==> config.mk <==
export PLATFORM = sky130hd
export DESIGN_NAME = npc_pred_ctrl_flat
export DESIGN_NICKNAME = d
export VERILOG_FILES = /design/src/rtl/npc_pred_ctrl_if.sv /design/src/rtl/npc_pred_ctrl.sv /design/src/flat_wrapper.sv
export SDC_FILE = /design/constraint.sdc
export NUM_CORES = 1
export LEC_CHECK = 0
export BUFFER_PORTS_ARGS = -buffer_cell sky130_fd_sc_hd__buf_4
export CAP_MARGIN = 20
export CORE_MARGIN = 2
export CORE_UTILIZATION = 40
export CTS_BUF_LIST = sky130_fd_sc_hd__clkbuf_2
export DETAILED_ROUTE_END_ITERATION = 8
export PLACE_DENSITY = 0.66
export SLEW_MARGIN = 20
export SYNTH_ARGS = -nofsm -noshare
export SYNTH_HDL_FRONTEND = slang
export SYNTH_SLANG_ARGS = --single-unit
==> constraint.sdc <==
create_clock -name clk -period 7 [get_ports clk]
set_clock_uncertainty 0.1 [all_clocks]
set_input_delay 0.7 -clock clk [delete_from_list [all_inputs] [get_ports clk]]
set_output_delay 0.7 -clock clk [all_outputs]
set_load 0.01 [all_outputs]
==> src/rtl/npc_pred_ctrl_if.sv <==
// Next-PC / branch-prediction control bundle between the fetch/decode/execute datapath and npc_pred_ctrl.
// The master side is the datapath. The slave side is the controller.
interface npc_pred_ctrl_if;
  logic [31:0] PC_IF;
  logic [31:0] PC_pred_IF;
  logic        PC_pred_en_IF;
  logic        stall_IF;
  logic        stall_ID;
  logic        stall_EX;
  logic        jal_ID;
  logic [31:0] jal_target_ID;
  logic [31:0] PC_EX;
  logic        br_op_EX;
  logic        br_EX;
  logic [31:0] br_target_EX;
  logic        jalr_EX;
  logic [31:0] jalr_target_EX;
  logic [31:0] PC_next;
  logic        flush_ID;
  logic        flush_EX;
  logic        PC_pred_en_EX;
  logic [31:0] PC_pred_EX;
  logic [31:0] redirect_ex_cnt;
  logic [31:0] redirect_id_cnt;

  modport master (
    output PC_IF, PC_pred_IF, PC_pred_en_IF, stall_IF, stall_ID, stall_EX,
           jal_ID, jal_target_ID, PC_EX, br_op_EX, br_EX, br_target_EX,
           jalr_EX, jalr_target_EX,
    input  PC_next, flush_ID, flush_EX, PC_pred_en_EX, PC_pred_EX,
           redirect_ex_cnt, redirect_id_cnt
  );

  modport slave (
    input  PC_IF, PC_pred_IF, PC_pred_en_IF, stall_IF, stall_ID, stall_EX,
           jal_ID, jal_target_ID, PC_EX, br_op_EX, br_EX, br_target_EX,
           jalr_EX, jalr_target_EX,
    output PC_next, flush_ID, flush_EX, PC_pred_en_EX, PC_pred_EX,
           redirect_ex_cnt, redirect_id_cnt
  );
endinterface

==> src/rtl/npc_pred_ctrl.sv <==
// Next-PC selection with the BTB prediction carried through ID/EX.
// It resolves JALR, branch mispredicts and JAL redirects, generates flushes, and counts redirects.
module npc_pred_ctrl #(
  parameter logic [31:0] RESET_PC = 32'h0000_0000
) (
  input  logic           clk,
  input  logic           rst,
  npc_pred_ctrl_if.slave bus
);

  logic        id_en;
  logic [31:0] id_tgt;
  logic        ex_en;
  logic [31:0] ex_tgt;
  logic        mp_ex;
  logic        ex_redir;
  logic        rd_id;
  logic        id_redir;
  logic [31:0] ex_correct;
  logic [31:0] ex_cnt;
  logic [31:0] id_cnt;

  // A taken branch that was predicted taken can still mispredict on the target.
  assign mp_ex = bus.br_op_EX &
                 ((bus.br_EX != ex_en) |
                  (bus.br_EX & ex_en & (ex_tgt != bus.br_target_EX)));
  assign ex_correct = bus.br_EX ? bus.br_target_EX : bus.PC_EX + 32'd4;
  assign ex_redir   = bus.jalr_EX | mp_ex;
  assign rd_id      = bus.jal_ID & ~(id_en & (id_tgt == bus.jal_target_ID));
  assign id_redir   = rd_id & ~ex_redir;

  always_comb begin
    bus.PC_next = bus.PC_IF + 32'd4;
    if (rst)                    bus.PC_next = RESET_PC;
    else if (bus.jalr_EX)       bus.PC_next = bus.jalr_target_EX;
    else if (mp_ex)             bus.PC_next = ex_correct;
    else if (rd_id)             bus.PC_next = bus.jal_target_ID;
    else if (bus.stall_IF)      bus.PC_next = bus.PC_IF;
    else if (bus.PC_pred_en_IF) bus.PC_next = bus.PC_pred_IF;
  end

  assign bus.flush_ID        = ~rst & (ex_redir | id_redir);
  assign bus.flush_EX        = ~rst & ex_redir;
  assign bus.PC_pred_en_EX   = ex_en;
  assign bus.PC_pred_EX      = ex_tgt;
  assign bus.redirect_ex_cnt = ex_cnt;
  assign bus.redirect_id_cnt = id_cnt;

  always_ff @(posedge clk or posedge rst) begin
    if (rst) begin
      id_en  <= 1'b0;
      id_tgt <= 32'd0;
    end else if (bus.flush_ID) begin
      id_en  <= 1'b0;
      id_tgt <= 32'd0;
    end else if (!bus.stall_ID) begin
      id_en  <= bus.PC_pred_en_IF;
      id_tgt <= bus.PC_pred_IF;
    end
  end

  // When ID is frozen but EX advances, a bubble enters EX so the held ID entry is not duplicated.
  always_ff @(posedge clk or posedge rst) begin
    if (rst) begin
      ex_en  <= 1'b0;
      ex_tgt <= 32'd0;
    end else if (bus.flush_EX) begin
      ex_en  <= 1'b0;
      ex_tgt <= 32'd0;
    end else if (!bus.stall_EX) begin
      if (bus.stall_ID) begin
        ex_en  <= 1'b0;
        ex_tgt <= 32'd0;
      end else begin
        ex_en  <= id_en;
        ex_tgt <= id_tgt;
      end
    end
  end

  always_ff @(posedge clk or posedge rst) begin
    if (rst) begin
      ex_cnt <= 32'd0;
      id_cnt <= 32'd0;
    end else begin
      if (ex_redir) ex_cnt <= ex_cnt + 32'd1;
      if (id_redir) id_cnt <= id_cnt + 32'd1;
    end
  end

endmodule

==> src/flat_wrapper.sv <==
// flat-port wrapper written by rule: the top's interface ports become plain ports
module npc_pred_ctrl_flat 
#(
  parameter logic [31:0] RESET_PC = 32'h0000_0000
)
  (clk, rst, bus_PC_IF, bus_PC_pred_IF, bus_PC_pred_en_IF, bus_stall_IF, bus_stall_ID, bus_stall_EX, bus_jal_ID, bus_jal_target_ID, bus_PC_EX, bus_br_op_EX, bus_br_EX, bus_br_target_EX, bus_jalr_EX, bus_jalr_target_EX, bus_PC_next, bus_flush_ID, bus_flush_EX, bus_PC_pred_en_EX, bus_PC_pred_EX, bus_redirect_ex_cnt, bus_redirect_id_cnt);
  npc_pred_ctrl_if bus_i ();
  input  logic clk;
  input  logic rst;
  input wire logic [$bits(bus_i.PC_IF)-1:0] bus_PC_IF;
  input wire logic [$bits(bus_i.PC_pred_IF)-1:0] bus_PC_pred_IF;
  input wire logic [$bits(bus_i.PC_pred_en_IF)-1:0] bus_PC_pred_en_IF;
  input wire logic [$bits(bus_i.stall_IF)-1:0] bus_stall_IF;
  input wire logic [$bits(bus_i.stall_ID)-1:0] bus_stall_ID;
  input wire logic [$bits(bus_i.stall_EX)-1:0] bus_stall_EX;
  input wire logic [$bits(bus_i.jal_ID)-1:0] bus_jal_ID;
  input wire logic [$bits(bus_i.jal_target_ID)-1:0] bus_jal_target_ID;
  input wire logic [$bits(bus_i.PC_EX)-1:0] bus_PC_EX;
  input wire logic [$bits(bus_i.br_op_EX)-1:0] bus_br_op_EX;
  input wire logic [$bits(bus_i.br_EX)-1:0] bus_br_EX;
  input wire logic [$bits(bus_i.br_target_EX)-1:0] bus_br_target_EX;
  input wire logic [$bits(bus_i.jalr_EX)-1:0] bus_jalr_EX;
  input wire logic [$bits(bus_i.jalr_target_EX)-1:0] bus_jalr_target_EX;
  output wire logic [$bits(bus_i.PC_next)-1:0] bus_PC_next;
  output wire logic [$bits(bus_i.flush_ID)-1:0] bus_flush_ID;
  output wire logic [$bits(bus_i.flush_EX)-1:0] bus_flush_EX;
  output wire logic [$bits(bus_i.PC_pred_en_EX)-1:0] bus_PC_pred_en_EX;
  output wire logic [$bits(bus_i.PC_pred_EX)-1:0] bus_PC_pred_EX;
  output wire logic [$bits(bus_i.redirect_ex_cnt)-1:0] bus_redirect_ex_cnt;
  output wire logic [$bits(bus_i.redirect_id_cnt)-1:0] bus_redirect_id_cnt;
  assign bus_i.PC_IF = bus_PC_IF;
  assign bus_i.PC_pred_IF = bus_PC_pred_IF;
  assign bus_i.PC_pred_en_IF = bus_PC_pred_en_IF;
  assign bus_i.stall_IF = bus_stall_IF;
  assign bus_i.stall_ID = bus_stall_ID;
  assign bus_i.stall_EX = bus_stall_EX;
  assign bus_i.jal_ID = bus_jal_ID;
  assign bus_i.jal_target_ID = bus_jal_target_ID;
  assign bus_i.PC_EX = bus_PC_EX;
  assign bus_i.br_op_EX = bus_br_op_EX;
  assign bus_i.br_EX = bus_br_EX;
  assign bus_i.br_target_EX = bus_br_target_EX;
  assign bus_i.jalr_EX = bus_jalr_EX;
  assign bus_i.jalr_target_EX = bus_jalr_target_EX;
  assign bus_PC_next = bus_i.PC_next;
  assign bus_flush_ID = bus_i.flush_ID;
  assign bus_flush_EX = bus_i.flush_EX;
  assign bus_PC_pred_en_EX = bus_i.PC_pred_en_EX;
  assign bus_PC_pred_EX = bus_i.PC_pred_EX;
  assign bus_redirect_ex_cnt = bus_i.redirect_ex_cnt;
  assign bus_redirect_id_cnt = bus_i.redirect_id_cnt;
  npc_pred_ctrl #(.RESET_PC(RESET_PC)) u_core (.clk(clk), .rst(rst), .bus(bus_i));
endmodule
==> metrics.md <==
| Metric | Value |
|---|---|
| Max_slew headroom | `37.3%` |
| Clk buf depth | `2` |
| Critical Path RT | `6200 ps` |
| Power per Cell Area | `173 nW/um^2` |
| Setup TNS | `0 ps` |
| Part of the cycle the worst path needs | `67.9%` |
| Most common cell after layout, fill and taps aside | `buf_4` |
| Layout area overhead | `31.4%` |
| Final core utilization | `53.0%` |
| Kind of cell adding the most delay to the critical path | `compound AO/OA/AOI/OAI gates` |
| Post-DP HPWL | `30.4 mm` |
| Pre-antenna DRT Iters | `5` |
| IO buf count | `332` |
| Final WL | `38.6 mm` |
| Post-route minimum period | `4750 ps` |
| Worst setup EP type | `output port` |
| Hold buffers post-CTS | `0` |
| Slew @ Worst Pin | `941 ps` |
| Clock insertion delay at the later pin of the skew report | `710 ps` |
| Cell accounting for the most synthesized area | `dfrtp_1` |
| Crit-path cells | `xor2_1 -> nor4_1 -> nand4_1 -> o211ai_2 -> nand3_1 -> a311oi_1 -> a221o_1 -> buf_4` |
| Fin. Hold Viols | `0` |
| Synth top area cells | `dfrtp_1 (35%), xor2_1 (7.7%), xnor2_1 (6.5%)` |
| Vias in the first global route | `9,309` |
| Vias per Instance | `5.80` |
| All-Layer GR Usage | `30.6%` |
| CP Max Fanout | `20` |
| Post-Syn Instances | `1,031` |
| CTS tree | `built` |
| Post-synthesis cell type count | `77` |
| Post-DRT Antenna Nets | `0` |
| Grt ovf | `0` |
| Max Cap Viol | `0` |
| Register clock-pin slew on the reported worst setup and hold paths | `220 ps` |
| H-tree depth | `4` |
| Die area | `24,700 um^2` |
| Total nets after synthesis | `1,238` |
| Final GP Congestion | `0.967` |
| Post-CTS setup buffers | `0` |
| Post_cts resized | `0` |
| Static Leak | `5.67 nW` |
| Async SR Flop Fraction | `100%` |
| Std cell rows | `56` |
| Yosys warning total | `0` |
| Max VDD drop | `99.0 uV` |
| Fin nets | `1,533` |
| Chip width | `157 um` |
| I/O Pins | `333` |
| Peak Freq | `210 MHz` |
| Synthesized flop and latch total | `130` |
| Synthesized cell area | `9390 um^2` |
| Die height | `157 um` |
| CP Launch Type | `register` |
| Slowest CP cell | `nand3_1` |
| Initial DRC count | `902` |
| Status | `finished clean` |
| Number of flops mapped to enable cells by yosys | `0` |
| First-pass GRT wire length | `56.3 mm` |
| Number of clock sinks | `130` |
| Commonest cells after routing, fill and taps aside | `buf_4 (339), dfrtp_1 (130), xor2_1 (83)` |
| Final Slew Violations | `0` |
| Initial core utilization | `40.4%` |
| Share of cells above drive strength 1 | `31.7%` |
| Top_reg_cell synth | `dfrtp_1` |
| Synth Area per Inst | `9.10 um^2` |
| WS Path Type | `reg2out` |
| Post-synth top area share | `34.7%` |
| Sequential share of the synthesized area | `34.7%` |
| Num CTS Buffers | `17` |
| Setup violators final | `0` |
| Initial antenna violation count | `3` |
| DRC viols | `0` |
| Root buffer cell | `clkbuf_2` |
| Largest net degree at the start of global routing | `86` |
| Avg WL per Cell | `23.3 um` |
| Buffers & Inverters on Critical Path | `1` |
| Core area | `23,300 um^2` |
| Slowest stage delay, CP | `650 ps` |
| Total number of vias | `9,640` |
| Worst hold-check path type | `in2async` |
| CP arrival | `3950 ps` |
| RSZ-0062 raised after global routing | `false` |
[Yosys cell counts (all sizes together) (5+ instances only)]
master    n
dfrtp   130
nor2     84
xor2     83
xnor2    70
nand2    69
o21ai    58
nand3    49
mux2i    46
nand4    42
clkbuf   34
a22o     33
nor3     31
buf      30
a21oi    27
nor4     25
inv      24
o211ai   18
a31oi    16
and3     16
and4     16
a32oi    12
mux2     12
and2      9
nand2b    9
a22oi     8
a211oi    7
or3       6
a221o     5
ha        5
o221ai    5
[final cells by class]
class | count | area, um^2
Fill cell | 2232 | 10900
Sequential cell | 130 | 3250
Antenna cell | 3 | 7.51
Inverter | 24 | 92.6
Tap cell | 319 | 399
Clock buffer | 17 | 85.1
Clock inverter | 15 | 183
Timing Repair Buffer | 340 | 2560
Multi-Input combinational cell | 813 | 5760
[metal layers]
metal  share of wire [%]  wire, um  vias to the layer above  global-route usage [%]
met5                   0         0                        -                       0
met4                 4.3      1650                        0                    14.2
met3                 8.1      3140                       76                    7.19
met2                  48     18500                      502                    50.7
met1                  40     15400                     4654                    37.7
li1                    -         -                     4408                       -
[registers in the layout, indices dropped and copies added (netlist names)]
name                        count
u_core.bus.PC_pred_EX          32
u_core.bus.redirect_ex_cnt     32
u_core.bus.redirect_id_cnt     32
u_core.id_tgt                  32
u_core.bus.PC_pred_en_EX        1
u_core.id_en                    1
[metrics by stage]
stage | power, W | instances | cell area (um^2) | hold slack [ps] | setup slack [ps]
floorplan | 0.00126 | 1031 | 9390 | 396 | 1640
global placement | 0.00163 | 1625 | 12000 | 359 | 2640
detailed placement | 0.00163 | 1625 | 12000 | 363 | 2640
CTS | 0.00214 | 1657 | 12300 | 38.2 | 2190
global route | 0.00225 | 1659 | 12300 | 42.6 | 1910
finish | 0.00214 | 1661 | 12300 | 73.3 | 2250
[worst paths after layout]
kind                                           startpoint                        endpoint  slack (ps)  depth (start not counted)
setup / recovery                u_core.bus.PC_pred_EX[30]                 bus_PC_next[30]        2250                          8
hold / removal                                        rst        u_core.bus.PC_pred_EX[1]          70                          2
setup reg to reg                         u_core.id_tgt[5]   u_core.bus.redirect_id_cnt[8]        3370                          8
hold reg to reg            u_core.bus.redirect_id_cnt[31]  u_core.bus.redirect_id_cnt[31]         380                          1
max in group asynchronous                             rst  u_core.bus.redirect_id_cnt[23]        5530                          3
min in group clk                       bus_PC_pred_IF[13]               u_core.id_tgt[13]         140                          3
[kinds of logic (layout without fill, tap and decap cells)]
family | after synthesis | after routing | synth area share [%]
and+or+nand+nor | 372 | 372 | 22.8
AOI/OAI and AO/OA | 225 | 225 | 17.0
xor gates and xnor gates | 153 | 153 | 14.3
DFF | 130 | 130 | 34.7
buffers and inverters | 88 | 396 | 4.16
muxes | 58 | 58 | 6.38
adders and majority gates | 5 | 5 | 0.666
other | 0 | 3 | 0
[report_power, final]
group          switching [W]  total [W]  internal (W)
sequential          0.000108   0.000932      0.000824
clock               0.000312   0.000513      0.000201
combinational       0.000378   0.000695      0.000317
total               0.000798    0.00214       0.00134
Note: power is estimated with default switching activity, not from simulation.
